==> config.mk <==
export PLATFORM = sky130hd
export DESIGN_NAME = input_arbiter_flat
export DESIGN_NICKNAME = d
export VERILOG_FILES = /design/src/rtl/input_arbiter_if.sv /design/src/rtl/input_arbiter.sv /design/src/flat_wrapper.sv
export SDC_FILE = /design/constraint.sdc
export NUM_CORES = 1
export LEC_CHECK = 0
export CAP_MARGIN = 0
export CORE_AREA = 3 3 40 42
export CTS_BUF_LIST = sky130_fd_sc_hd__clkbuf_8
export DETAILED_ROUTE_END_ITERATION = 7
export DIE_AREA = 0 0 43 45
export HOLD_SLACK_MARGIN = 0.03
export REMOVE_ABC_BUFFERS = 1
export SLEW_MARGIN = 20
export SYNTH_ARGS = -nofsm -noshare
export SYNTH_HDL_FRONTEND = slang
export SYNTH_SLANG_ARGS = --single-unit
==> constraint.sdc <==
create_clock -name clk -period 3 [get_ports clk]
set_input_delay 0.9 -clock clk [delete_from_list [all_inputs] [get_ports clk]]
set_output_delay 0.9 -clock clk [all_outputs]
set_load 0.02 [all_outputs]
==> src/rtl/input_arbiter_if.sv <==
// Control bundle between the button/gamepad front end and the player controller.
// The slave modport is the arbiter's view; master is the upstream/bench view.
interface input_arbiter_if;
   logic       i_frame_tick;
   logic       i_btn_up;
   logic       i_btn_down;
   logic       i_pad_present;
   logic       i_pad_up;
   logic       i_pad_down;
   logic       i_pad_a;
   logic       i_pad_b;
   logic       i_pad_start;
   logic       o_up;
   logic       o_down;
   logic       o_up_pulse;
   logic       o_start_pulse;
   logic [1:0] o_source;
   logic [3:0] dbg_release_cnt;

   modport slave (
      input  i_frame_tick, i_btn_up, i_btn_down,
      input  i_pad_present, i_pad_up, i_pad_down, i_pad_a, i_pad_b, i_pad_start,
      output o_up, o_down, o_up_pulse, o_start_pulse, o_source, dbg_release_cnt
   );

   modport master (
      output i_frame_tick, i_btn_up, i_btn_down,
      output i_pad_present, i_pad_up, i_pad_down, i_pad_a, i_pad_b, i_pad_start,
      input  o_up, o_down, o_up_pulse, o_start_pulse, o_source, dbg_release_cnt
   );
endinterface

==> src/rtl/input_arbiter.sv <==
// Locks onto the first-used input source (board buttons or SNES pad) and emits
// registered up/down levels plus jump/start pulses. Gamepad path: INPUT_ARB_GAMEPAD_EN.
module input_arbiter #(
   parameter int RELEASE_TICKS = 4
) (
   input logic             clk,
   input logic             rst,
   input_arbiter_if.slave  bus
);

   localparam logic [3:0] REL_TICKS = 4'(RELEASE_TICKS);

   // o_source is the state register itself, so the encoding is fixed.
   typedef enum logic [1:0] {
      ST_IDLE    = 2'd0,
      ST_BUTTONS = 2'd1
`ifdef INPUT_ARB_GAMEPAD_EN
      ,
      ST_GAMEPAD = 2'd2
`endif
   } state_t;

   state_t     state_q;
   state_t     state_d;
   logic [3:0] cnt_q;
   logic [3:0] cnt_d;
   logic       up_q;
   logic       down_q;
   logic       up_pulse_q;
   logic       start_pulse_q;
   logic       start_q;

   logic       btn_act;
   logic       locked_act;
   logic       up_d;
   logic       down_raw;
   logic       down_d;
   logic       start_d;

   assign btn_act = bus.i_btn_up | bus.i_btn_down;

`ifdef INPUT_ARB_GAMEPAD_EN
   logic pad_up;
   logic pad_down;
   logic pad_start;
   logic pad_act;

   // Every pad term is gated by presence so an unplugged pad reads as idle.
   assign pad_up    = bus.i_pad_present & (bus.i_pad_up | bus.i_pad_a | bus.i_pad_b);
   assign pad_down  = bus.i_pad_present & bus.i_pad_down;
   assign pad_start = bus.i_pad_present & bus.i_pad_start;
   assign pad_act   = pad_up | pad_down | pad_start;
`else
   logic unused_pad;

   assign unused_pad = ^{bus.i_pad_present, bus.i_pad_up, bus.i_pad_down,
                         bus.i_pad_a, bus.i_pad_b, bus.i_pad_start};
`endif

   always_comb begin
      state_d    = state_q;
      locked_act = 1'b0;
      case (state_q)
         ST_IDLE: begin
            if (btn_act) begin
               state_d = ST_BUTTONS;
`ifdef INPUT_ARB_GAMEPAD_EN
            end else if (pad_act) begin
               state_d = ST_GAMEPAD;
`endif
            end
         end
         ST_BUTTONS: begin
            locked_act = btn_act;
            if (cnt_q == REL_TICKS) begin
               state_d = ST_IDLE;
            end
         end
`ifdef INPUT_ARB_GAMEPAD_EN
         ST_GAMEPAD: begin
            locked_act = pad_act;
            if (!bus.i_pad_present || (cnt_q == REL_TICKS)) begin
               state_d = ST_IDLE;
            end
         end
`endif
         default: begin
            state_d = ST_IDLE;
         end
      endcase
   end

   // Activity on the locked source beats a coincident frame tick.
   always_comb begin
      cnt_d = cnt_q;
      if ((state_d != state_q) || (state_q == ST_IDLE) || locked_act) begin
         cnt_d = 4'd0;
      end else if (bus.i_frame_tick && (cnt_q != REL_TICKS)) begin
         cnt_d = cnt_q + 4'd1;
      end
   end

   // Outputs follow the source selected by the next state, so the lock and the
   // first output level appear on the same edge.
   always_comb begin
      up_d     = 1'b0;
      down_raw = 1'b0;
      start_d  = 1'b0;
      case (state_d)
         ST_BUTTONS: begin
            up_d     = bus.i_btn_up;
            down_raw = bus.i_btn_down;
            start_d  = bus.i_btn_up;
         end
`ifdef INPUT_ARB_GAMEPAD_EN
         ST_GAMEPAD: begin
            up_d     = pad_up;
            down_raw = pad_down;
            start_d  = pad_start | pad_up;
         end
`endif
         default: begin
            up_d     = 1'b0;
            down_raw = 1'b0;
            start_d  = 1'b0;
         end
      endcase
      down_d = down_raw & ~up_d;
   end

   always_ff @(posedge clk) begin
      if (rst) begin
         state_q       <= ST_IDLE;
         cnt_q         <= 4'd0;
         up_q          <= 1'b0;
         down_q        <= 1'b0;
         up_pulse_q    <= 1'b0;
         start_pulse_q <= 1'b0;
         start_q       <= 1'b0;
      end else begin
         state_q       <= state_d;
         cnt_q         <= cnt_d;
         up_q          <= up_d;
         down_q        <= down_d;
         up_pulse_q    <= up_d & ~up_q;
         start_pulse_q <= start_d & ~start_q;
         start_q       <= start_d;
      end
   end

   assign bus.o_up            = up_q;
   assign bus.o_down          = down_q;
   assign bus.o_up_pulse      = up_pulse_q;
   assign bus.o_start_pulse   = start_pulse_q;
   assign bus.o_source        = state_q;
   assign bus.dbg_release_cnt = cnt_q;

endmodule

==> src/flat_wrapper.sv <==
// flat-port wrapper written by rule: the top's interface ports become plain ports
module input_arbiter_flat 
#(
   parameter int RELEASE_TICKS = 4
)
  (clk, rst, bus_i_frame_tick, bus_i_btn_up, bus_i_btn_down, bus_i_pad_present, bus_i_pad_up, bus_i_pad_down, bus_i_pad_a, bus_i_pad_b, bus_i_pad_start, bus_o_up, bus_o_down, bus_o_up_pulse, bus_o_start_pulse, bus_o_source, bus_dbg_release_cnt);
  input_arbiter_if bus_i ();
  input logic clk;
  input logic rst;
  input wire logic [$bits(bus_i.i_frame_tick)-1:0] bus_i_frame_tick;
  input wire logic [$bits(bus_i.i_btn_up)-1:0] bus_i_btn_up;
  input wire logic [$bits(bus_i.i_btn_down)-1:0] bus_i_btn_down;
  input wire logic [$bits(bus_i.i_pad_present)-1:0] bus_i_pad_present;
  input wire logic [$bits(bus_i.i_pad_up)-1:0] bus_i_pad_up;
  input wire logic [$bits(bus_i.i_pad_down)-1:0] bus_i_pad_down;
  input wire logic [$bits(bus_i.i_pad_a)-1:0] bus_i_pad_a;
  input wire logic [$bits(bus_i.i_pad_b)-1:0] bus_i_pad_b;
  input wire logic [$bits(bus_i.i_pad_start)-1:0] bus_i_pad_start;
  output wire logic [$bits(bus_i.o_up)-1:0] bus_o_up;
  output wire logic [$bits(bus_i.o_down)-1:0] bus_o_down;
  output wire logic [$bits(bus_i.o_up_pulse)-1:0] bus_o_up_pulse;
  output wire logic [$bits(bus_i.o_start_pulse)-1:0] bus_o_start_pulse;
  output wire logic [$bits(bus_i.o_source)-1:0] bus_o_source;
  output wire logic [$bits(bus_i.dbg_release_cnt)-1:0] bus_dbg_release_cnt;
  assign bus_i.i_frame_tick = bus_i_frame_tick;
  assign bus_i.i_btn_up = bus_i_btn_up;
  assign bus_i.i_btn_down = bus_i_btn_down;
  assign bus_i.i_pad_present = bus_i_pad_present;
  assign bus_i.i_pad_up = bus_i_pad_up;
  assign bus_i.i_pad_down = bus_i_pad_down;
  assign bus_i.i_pad_a = bus_i_pad_a;
  assign bus_i.i_pad_b = bus_i_pad_b;
  assign bus_i.i_pad_start = bus_i_pad_start;
  assign bus_o_up = bus_i.o_up;
  assign bus_o_down = bus_i.o_down;
  assign bus_o_up_pulse = bus_i.o_up_pulse;
  assign bus_o_start_pulse = bus_i.o_start_pulse;
  assign bus_o_source = bus_i.o_source;
  assign bus_dbg_release_cnt = bus_i.dbg_release_cnt;
  input_arbiter #(.RELEASE_TICKS(RELEASE_TICKS)) u_core (.clk(clk), .rst(rst), .bus(bus_i));
endmodule
==> flow_summary_export.csv <==
group,metric,value,unit
finish,drive_above_1_share,7.018,%
cts,htreeDepth,1,
yosys,yosysTopAreaCell,"dfxtp_1",
finish,final_common_cell,"clkdlybuf4s50_1",
setup_path,critical_path_class,"register to output port",
routing,drc,0,
floorplan,dieWidth,43,um
routing,via_per_inst,4.583,
yosys,synth_top_area_share,48.81,%
global_routing,track_usage,8.110,%
placed_design,gp_congestion,0.6730,
floorplan,initial_utilization,28.72,%
timing,fin_crit_sh,72.53,%
power_and_ir_drop,irDropWorstVdd,0.2928,mV
floorplan,io_pins,21,
global_routing,grt_pass1_vias,237,
finish,nets,71,
routing,wirelength,661,um
cts,clockBufferDepth,2,
timing,final-hold-violation-count,0,
placed_design,hpwl,510,um
routing,ant_nets,0,
global_routing,overflow,0,
setup_path,crit_arrival,1.28,ns
setup_path,start_kind,"register",
cts,cts-root-buf,"clkbuf_8",
finish,finalInstanceArea,565.5,um2
floorplan,dieArea,1935,um2
setup_path,crit_buf_inv,1,
finish,final_cells,72,
timing,maxSlewViolCount,0,
routing,vias,330,
setup_path,crit_chain,"clkdlybuf4s50_1",
routing,dr.pass1.iters,4,
timing,fin_crit,2.176,ns
timing,fin_setup_tns,0,ns
cts,cts-resized-gates,0,
yosys,synthCells,40,
finish,diodes,0,
cts,cts_tree,"yes",
cts,clkLatencyLatePin,0.23,ns
yosys,yosysWarnings,0,
finish,syn_to_final_growth,53.22,%
placed_design,place_area,520.5,um2
power_and_ir_drop,p_leak,0.2098,nW
cts,cts.clk_slew.worst_paths,0.04,ns
floorplan,num_rows,13,
timing,fmax,459.6,MHz
setup_path,slowest_delay,0.63,ns
power_and_ir_drop,powerDensity,505.2,nW/um2
global_routing,grt_pass1_wl,1.014,mm
yosys,synth_cell_types,21,
placed_design,port_buffers,14,
floorplan,die_y,45,um
setup_path,critPathRequiredTime,2.10,ns
cts,cts.sinks,9,
yosys,synth_area_leaders,"dfxtp_1 49%, ha_1 6.8%, nor2_1 5.1%",
yosys,synth_seq_cells,9,
min_path,min_path_type,"register to register",
yosys,syn-cell-area,369.1,um2
routing,wl_per_cell,9.181,um
flow_run,drv_cap,0,
placed_design,placed_cells,68,
setup_path,crit_path_end_kind,"output port",
global_routing,antenna_found_initial,0,
cts,cts_made_buffers,3,
outcome,status,"completed",
setup_path,crit_fanout,6,
setup_path,slowest_stage,"clkdlybuf4s50_1",
yosys,syn_area_per_cell,9.228,um2
timing,rsz0062_at_grt,"no",
timing,skew,0.001438,ns
setup_path,critical_path.top_delay_family,"buffers and inverters",
global_routing,grt_max_degree,7,
yosys,synth-seq-area-share,48.81,%
finish,layout_common_cells,"14 x clkdlybuf4s50_1, 9 x dfxtp_1, 5 x inv_1, 5 x nor2_1, 3 x clkbuf_8",
floorplan,core_area,1285,um2
cts,hold_buffers,0,
timing,setup_viol,0,
cts,postCtsSetupRepairBufs,0,
routing,drtIter0Drc,9,
Yosys cell counts:
library cell and instances:
xor2_1 1, nand3_1 2, nand3b_1 1, nor3_1 1, dfxtp_1 9, nor2_1 5
o41ai_1 1, nand2b_1 1, mux2i_1 1, nand4_1 2, conb_1 1, ha_1 2
nand4b_1 1, a21oi_2 1, nand2_1 2, a31oi_1 1, inv_1 4, nor3b_1 1
o21ai_0 1, buf_4 1, or3_1 1
state kept, by name (all words and copies together), names as in the netlist:
name,flops
u_core.bus.dbg_release_cnt,4
u_core.bus.o_source,2
u_core.bus.o_down,1
u_core.bus.o_up,1
u_core.bus.o_up_pulse,1
final timing paths:
check | start | to | slack [ns] | cells after the start
worst max-delay path | u_core.bus.dbg_release_cnt[0] | bus_dbg_release_cnt[0] | 0.82 | 1
worst min-delay path | u_core.bus.o_up | u_core.bus.o_up_pulse | 0.42 | 1
worst max register to register | u_core.bus.dbg_release_cnt[0] | u_core.bus.dbg_release_cnt[0] | 1.64 | 5
worst min register to register | u_core.bus.o_up | u_core.bus.o_up_pulse | 0.42 | 1
stage by stage:
| stage | setup slack, ns | hold slack (ns) | power, mW | utilization, % |
|---|---|---|---|---|
| 3_5_place_dp | 0.8889 | 0.4107 | 0.1527 | 40.51 |
| 3_3_place_gp | 0.8958 | 0.4135 | 0.1524 | 40.51 |
| 5_1_grt | 0.7581 | 0.4347 | 0.3038 | 44.01 |
| 6_report | 0.8242 | 0.4159 | 0.2857 | 44.01 |
| 2_1_floorplan | 1.507 | 0.5396 | 0.1376 | - |
| 4_1_cts | 0.8076 | 0.4177 | 0.2923 | 44.01 |
report_power, final:
part	internal (mW)	total [mW]	switching [mW]
combinational	0.0133	0.0245	0.0112
sequential	0.123	0.126	0.00235
clock	0.0889	0.135	0.0465
total	0.226	0.286	0.0600
cell type report:
cell class	count	area (um2)
clock inverter	1	3.754
timing repair buffer	14	140.1
inverter	4	15.01
multi-input combinational	26	166.4
fill	133	719.4
sequential	9	180.2
clock buffer	3	41.29
tap	15	18.77
cells by family after synthesis:
logic type	share of synthesized area (%)
xor+xnor	2.373
flops	48.81
fa+ha+maj	6.779
buf+inv	6.101
simple gates	24.41
mux	2.712
compound gates	7.797
other cells	1.016
layer usage:
layer	vias up	track usage (%)	routed length [um]
li1	170	-	-
met1	142	8.293	293
met2	16	9.880	284
met3	2	7.171	66
met4	0	7.229	17
met5	-	0	0
Power figures use the tool's default switching activity.
